## src/rtl/wb_regfile_if.sv

```systemverilog
// Writeback/register-file bus between the MEM/WB side and the decode-side read ports.
// Latency: none, plain wires. Backpressure: none; init_busy_o tells the pipeline to stall.
// Port names match the register file's documented pin names.
interface wb_regfile_if #(
    parameter int PROC_DATA_WIDTH        = 16,
    parameter int PROC_REGFILE_LOG2_DEEP = 5
);
    logic                              reg_write_en_i;
    logic                              mem_to_reg_i;
    logic [PROC_REGFILE_LOG2_DEEP-1:0] reg_write_addr_i;
    logic [PROC_DATA_WIDTH-1:0]        alu_i;
    logic [PROC_DATA_WIDTH-1:0]        mem_rdata_i;
    logic [PROC_REGFILE_LOG2_DEEP-1:0] rd_addr_a_i;
    logic [PROC_REGFILE_LOG2_DEEP-1:0] rd_addr_b_i;
    logic [PROC_DATA_WIDTH-1:0]        rd_data_a_o;
    logic [PROC_DATA_WIDTH-1:0]        rd_data_b_o;
    logic [PROC_DATA_WIDTH-1:0]        wb_data_o;
    logic                              init_busy_o;

    modport master (
        output reg_write_en_i, mem_to_reg_i, reg_write_addr_i, alu_i, mem_rdata_i,
               rd_addr_a_i, rd_addr_b_i,
        input  rd_data_a_o, rd_data_b_o, wb_data_o, init_busy_o
    );

    modport slave (
        input  reg_write_en_i, mem_to_reg_i, reg_write_addr_i, alu_i, mem_rdata_i,
               rd_addr_a_i, rd_addr_b_i,
        output rd_data_a_o, rd_data_b_o, wb_data_o, init_busy_o
    );
endinterface

```

## src/rtl/wb_regfile.sv

```systemverilog
// Writeback mux plus architectural register file with a post-reset self-clear (CLEAR -> RUN).
// Latency: writes land at the clock edge, reads are combinational; WB_BYPASS_EN adds same-cycle write forwarding.
// Backpressure: init_busy_o is high for DEEP cycles after reset; writes are dropped while it is high.
module wb_regfile #(
    parameter int PROC_DATA_WIDTH        = 16,
    parameter int PROC_REGFILE_LOG2_DEEP = 5
) (
    input  logic          clk_i,
    input  logic          rst_n_i,
    wb_regfile_if.slave   bus
);
    localparam int DEEP = 2 ** PROC_REGFILE_LOG2_DEEP;

    typedef enum logic [0:0] {
        ST_CLEAR = 1'b0,
        ST_RUN   = 1'b1
    } state_t;

    state_t                            state;
    logic [PROC_REGFILE_LOG2_DEEP-1:0] clr_idx;
    logic                              init_busy;
    logic [PROC_DATA_WIDTH-1:0]        regs [DEEP];
    logic [PROC_DATA_WIDTH-1:0]        wb_data;
    logic                              wr_hit;
    logic [PROC_DATA_WIDTH-1:0]        rd_a;
    logic [PROC_DATA_WIDTH-1:0]        rd_b;

    assign wb_data = bus.mem_to_reg_i ? bus.mem_rdata_i : bus.alu_i;
    assign wr_hit  = bus.reg_write_en_i && (bus.reg_write_addr_i != '0);

    always_ff @(posedge clk_i) begin
        if (!rst_n_i) begin
            state     <= ST_CLEAR;
            clr_idx   <= '0;
            init_busy <= 1'b1;
        end else begin
            case (state)
                ST_CLEAR: begin
                    regs[clr_idx] <= '0;
                    clr_idx       <= clr_idx + 1'b1;
                    if (clr_idx == PROC_REGFILE_LOG2_DEEP'(DEEP - 1)) begin
                        state     <= ST_RUN;
                        init_busy <= 1'b0;
                    end
                end
                ST_RUN: begin
                    if (wr_hit) begin
                        regs[bus.reg_write_addr_i] <= wb_data;
                    end
                end
                default: begin
                    state     <= ST_CLEAR;
                    clr_idx   <= '0;
                    init_busy <= 1'b1;
                end
            endcase
        end
    end

    // Reads of index 0, and all reads during reset or CLEAR, return zero.
    always_comb begin
        rd_a = '0;
        rd_b = '0;
        if (rst_n_i && (state == ST_RUN)) begin
            if (bus.rd_addr_a_i != '0) begin
                rd_a = regs[bus.rd_addr_a_i];
            end
            if (bus.rd_addr_b_i != '0) begin
                rd_b = regs[bus.rd_addr_b_i];
            end
`ifdef WB_BYPASS_EN
            if (wr_hit && (bus.reg_write_addr_i == bus.rd_addr_a_i)) begin
                rd_a = wb_data;
            end
            if (wr_hit && (bus.reg_write_addr_i == bus.rd_addr_b_i)) begin
                rd_b = wb_data;
            end
`else
`endif
        end
    end

    assign bus.wb_data_o   = wb_data;
    assign bus.rd_data_a_o = rd_a;
    assign bus.rd_data_b_o = rd_b;
    assign bus.init_busy_o = init_busy;
endmodule

```

## src/flat_wrapper.sv

```systemverilog
// flat-port wrapper written by rule: the top's interface ports become plain ports
module wb_regfile_flat 
#(
    parameter int PROC_DATA_WIDTH        = 16,
    parameter int PROC_REGFILE_LOG2_DEEP = 5
)
  (clk_i, rst_n_i, bus_reg_write_en_i, bus_mem_to_reg_i, bus_reg_write_addr_i, bus_alu_i, bus_mem_rdata_i, bus_rd_addr_a_i, bus_rd_addr_b_i, bus_rd_data_a_o, bus_rd_data_b_o, bus_wb_data_o, bus_init_busy_o);
  wb_regfile_if #(.PROC_DATA_WIDTH(PROC_DATA_WIDTH), .PROC_REGFILE_LOG2_DEEP(PROC_REGFILE_LOG2_DEEP)) bus_i ();
  input  logic clk_i;
  input  logic rst_n_i;
  input wire logic [$bits(bus_i.reg_write_en_i)-1:0] bus_reg_write_en_i;
  input wire logic [$bits(bus_i.mem_to_reg_i)-1:0] bus_mem_to_reg_i;
  input wire logic [$bits(bus_i.reg_write_addr_i)-1:0] bus_reg_write_addr_i;
  input wire logic [$bits(bus_i.alu_i)-1:0] bus_alu_i;
  input wire logic [$bits(bus_i.mem_rdata_i)-1:0] bus_mem_rdata_i;
  input wire logic [$bits(bus_i.rd_addr_a_i)-1:0] bus_rd_addr_a_i;
  input wire logic [$bits(bus_i.rd_addr_b_i)-1:0] bus_rd_addr_b_i;
  output wire logic [$bits(bus_i.rd_data_a_o)-1:0] bus_rd_data_a_o;
  output wire logic [$bits(bus_i.rd_data_b_o)-1:0] bus_rd_data_b_o;
  output wire logic [$bits(bus_i.wb_data_o)-1:0] bus_wb_data_o;
  output wire logic [$bits(bus_i.init_busy_o)-1:0] bus_init_busy_o;
  assign bus_i.reg_write_en_i = bus_reg_write_en_i;
  assign bus_i.mem_to_reg_i = bus_mem_to_reg_i;
  assign bus_i.reg_write_addr_i = bus_reg_write_addr_i;
  assign bus_i.alu_i = bus_alu_i;
  assign bus_i.mem_rdata_i = bus_mem_rdata_i;
  assign bus_i.rd_addr_a_i = bus_rd_addr_a_i;
  assign bus_i.rd_addr_b_i = bus_rd_addr_b_i;
  assign bus_rd_data_a_o = bus_i.rd_data_a_o;
  assign bus_rd_data_b_o = bus_i.rd_data_b_o;
  assign bus_wb_data_o = bus_i.wb_data_o;
  assign bus_init_busy_o = bus_i.init_busy_o;
  wb_regfile #(.PROC_DATA_WIDTH(PROC_DATA_WIDTH), .PROC_REGFILE_LOG2_DEEP(PROC_REGFILE_LOG2_DEEP)) u_core (.clk_i(clk_i), .rst_n_i(rst_n_i), .bus(bus_i));
endmodule
```

## config.mk

```make
export PLATFORM = sky130hd
export DESIGN_NAME = wb_regfile_flat
export DESIGN_NICKNAME = d
export VERILOG_FILES = /design/src/rtl/wb_regfile_if.sv /design/src/rtl/wb_regfile.sv /design/src/flat_wrapper.sv
export SDC_FILE = /design/constraint.sdc
export NUM_CORES = 1
export LEC_CHECK = 0
export CORE_AREA = 2 2 292 294
export CTS_BUF_LIST = sky130_fd_sc_hd__clkbuf_16
export DETAILED_ROUTE_END_ITERATION = 7
export DIE_AREA = 0 0 294 296
export PLACE_DENSITY = 0.43
export SYNTH_ARGS = -nofsm -noshare
export SYNTH_HDL_FRONTEND = slang
export SYNTH_SLANG_ARGS = --single-unit
```

## constraint.sdc

```tcl
create_clock -name clk_i -period 3.6 [get_ports clk_i]
set_input_delay 0.54 -clock clk_i [delete_from_list [all_inputs] [get_ports clk_i]]
set_output_delay 0.54 -clock clk_i [all_outputs]
set_load 0.005 [all_outputs]
```

==> qor.yml <==
global_route:
  grt_overflow: 0
  grt_pass1_wl_um: 129300
  grt_max_degree: 44
  grt.total_usage: 0.2130
  antenna_found_initial: 3
  grt_pass1_vias: 16292
yosys:
  postSynthAreaPerCell_um2: 16.89
  synth_top_area_share: 0.6159
  synth-edff-count: 512
  synth_common_cells: "edfxtp_1, mux2i_1, mux4_2"
  async_flop_share: 0
  synth-seq-cells: 519
  seq_area_frac_synth: 0.6215
  ys_warn_count: 0
  synth.most_common_cell: "edfxtp_1"
  synth_fp_nets: 1531
  synthCells: 1478
  synthesis.area_um2: 24960
  yosys-top-cells-area: "edfxtp_1, mux4_2, mux2i_1"
  synth_ff_type: "edfxtp_1"
  yosysUniqueCellTypes: 53
  synth_largest_area_cell: "edfxtp_1"
hold_path:
  min-delay-start: "u_core.bus.init_busy_o"
  hp-class: "reg -> reg"
final_layout:
  syn_to_final_growth_pct: 24.61
  fin_cells: 2891
  drive_gt1_frac: 0.3182
  design_area_um2: 31100
  post-route-util: 0.3694
  antenna_cells: 0
  num-nets-final: 1803
timing:
  finalCritPeriodShare: 1.004
  holdWs_ps: 488.2
  slew_headroom: 0.1996
  finalCriticalPeriod_ps: 3615
  final.setup.tns_ps: -45.02
  hold_viol_final: 0
  finalMaxSlewViolations: 0
  fin_ws_ps: -14.88
  max_slew.worst_pin.slew_ps: 1200
  setup_viol: 4
  rsz0062_at_grt: "false"
  fmax_mhz: 276.6
  clock_skew_ps: 24.56
worst_setup_path:
  worst_setup_path_start_kind: "primary input"
  cp_top_family: "buffers and inverters"
  cp-end-kind: "output port"
  critPathMaxStageDelay_ps: 540
  r2r_slack_ps: 1000
  path_cells: "clkdlybuf4s50_1 > buf_12 > or2_2 > buf_12 > o22ai_1 > a32oi_2 > nand4_1 > clkdlybuf4s50_1"
  critPathKind: "in -> out"
  critPathBufInv: 4
  required_ps: 3060
  startpoint: "bus_rd_addr_a_i[2]"
  slowest_stage: "clkdlybuf4s50_1"
  worst-path-max-fanout: 10
  critical_path_arrival_ps: 3070
  r2r-start: "u_core.state"
floorplanning:
  core.rowCount: 107
  start_util: 0.2964
  boundaryPins: 100
  die_w_um: 294
  core_area_um2: 84210
  die_area_um2: 87020
  die_height_um: 296
clock_tree:
  clock_latency_ps: 640
  clkSinkCount: 519
  clock_path_buffers: 3
  path_clk_slew_ps: 50
  cts-root-buf: "clkbuf_16"
  htreeDepth: 2
  cts_tree: "built"
  cts_made_buffers: 60
  post_cts_buffers: 0
detailed_routing:
  wl_per_cell_um: 32.21
  drt-pass1-iter-count: 5
  drtIter0Drc: 1474
  vias_per_cell: 5.548
  post-route-drc-count: 0
  vias: 16040
  drt_wl_total_um: 93110
  ant_nets: 0
placement:
  port_buffers: 99
  place_inst: 2778
  place_area_um2: 28930
  place_hpwl_um: 64250
  dp_slack_ps: -432.0
  place_congestion: 1.018
run_status:
  status: "complete, but fails checks"
  failed_checks: "negative setup slack"
pwr:
  peakVddDrop_mv: 0.4195
  p_total_mw: 13.76
  p_leak_nw: 11.24
  power_density_nw_per_um2: 442.3
flow_run:
  maxCapViolCount: 0
==> flip-flops by register name (all words and copies together) (netlist names) <==
register / cells
u_core.bus.init_busy_o: 1
u_core.regs: 512
u_core.clr_idx: 5
u_core.state: 1
==> where the power goes <==
part | switching, mW | leakage, nW | internal (mW)
Sequential | 0.0191 | 5.16 | 6.58
Clock | 2.53 | 1.01 | 3.74
Combinational | 0.475 | 5.07 | 0.409
Total | 3.02 | 11.2 | 10.7
==> cell usage in the layout (no fill, tap or decap), types with 4 or more instances in the layout <==
| cell | synthesis | final |
|---|---|---|
| a21oi_1 | 32 | 32 |
| a31oi_1 | 37 | 36 |
| a32oi_1 | 31 | 26 |
| a32oi_2 | 0 | 5 |
| and2_1 | 21 | 20 |
| and3_1 | 66 | 60 |
| and3_2 | 0 | 6 |
| buf_12 | 5 | 39 |
| buf_4 | 19 | 197 |
| bufinv_16 | 0 | 9 |
| clkbuf_16 | 0 | 62 |
| clkdlybuf4s50_1 | 0 | 92 |
| clkinv_1 | 0 | 18 |
| clkinv_2 | 0 | 14 |
| dfxtp_1 | 7 | 6 |
| edfxtp_1 | 512 | 512 |
| inv_1 | 6 | 11 |
| mux2_2 | 16 | 16 |
| mux2i_1 | 195 | 195 |
| mux4_1 | 5 | 5 |
| mux4_2 | 155 | 155 |
| nand2_1 | 7 | 7 |
| nand2b_1 | 4 | 4 |
| nand4_1 | 33 | 33 |
| nor2_1 | 19 | 14 |
| nor2_2 | 0 | 4 |
| nor2b_1 | 7 | 7 |
| nor3_2 | 0 | 24 |
| o21ai_0 | 34 | 20 |
| o21ai_1 | 1 | 12 |
| o22ai_1 | 94 | 86 |
| o22ai_2 | 0 | 8 |
==> path summary, 6_finish.rpt <==
| path | cells past startpoint | endpoint |
|---|---|---|
| setup / recovery | 8 | bus_rd_data_a_o[9] |
| hold / removal | 2 | u_core.bus.init_busy_o |
| setup reg to reg | 6 | u_core.regs[20][11] |
| hold reg to reg | 2 | u_core.bus.init_busy_o |
==> layer usage <==
| layer | vias up | global-route usage | routed length (um) |
|---|---|---|---|
| li1 | 6804 | - | - |
| met1 | 8575 | 0.2895 | 40360 |
| met2 | 563 | 0.3491 | 44150 |
| met3 | 96 | 0.04167 | 6228 |
| met4 | 2 | 0.05650 | 2359 |
| met5 | - | 0 | 13 |
==> area by class of cell <==
type	instances	area (um2)
clock buffers	62	1551
clock inverters	51	474.2
fillers	7847	53100
inverters	6	22.52
multi-input cells	826	8881
flip-flops and latches	519	15520
well taps	1090	1364
repair buffers	337	3296
==> cells by family after synthesis <==
group | synth area share
flops | 0.6215
mux | 0.2305
compound gates | 0.06030
simple gates | 0.05253
buf+inv | 0.03308
xor+xnor | 0.001053
fa+ha+maj | 0.001002
==> tightest hold or removal path: stages, from the launching register on <==
cell     delay [ps]
dfxtp_1         320
o21ai_0          70
nand2_1          50
==> timing repair <==
item	CTS	global route
hold buffers	0	0
pin swaps	1	2
setup endpoints to repair	26	16
resized for setup	26	21
Note: power is estimated with default switching activity, not from simulation.
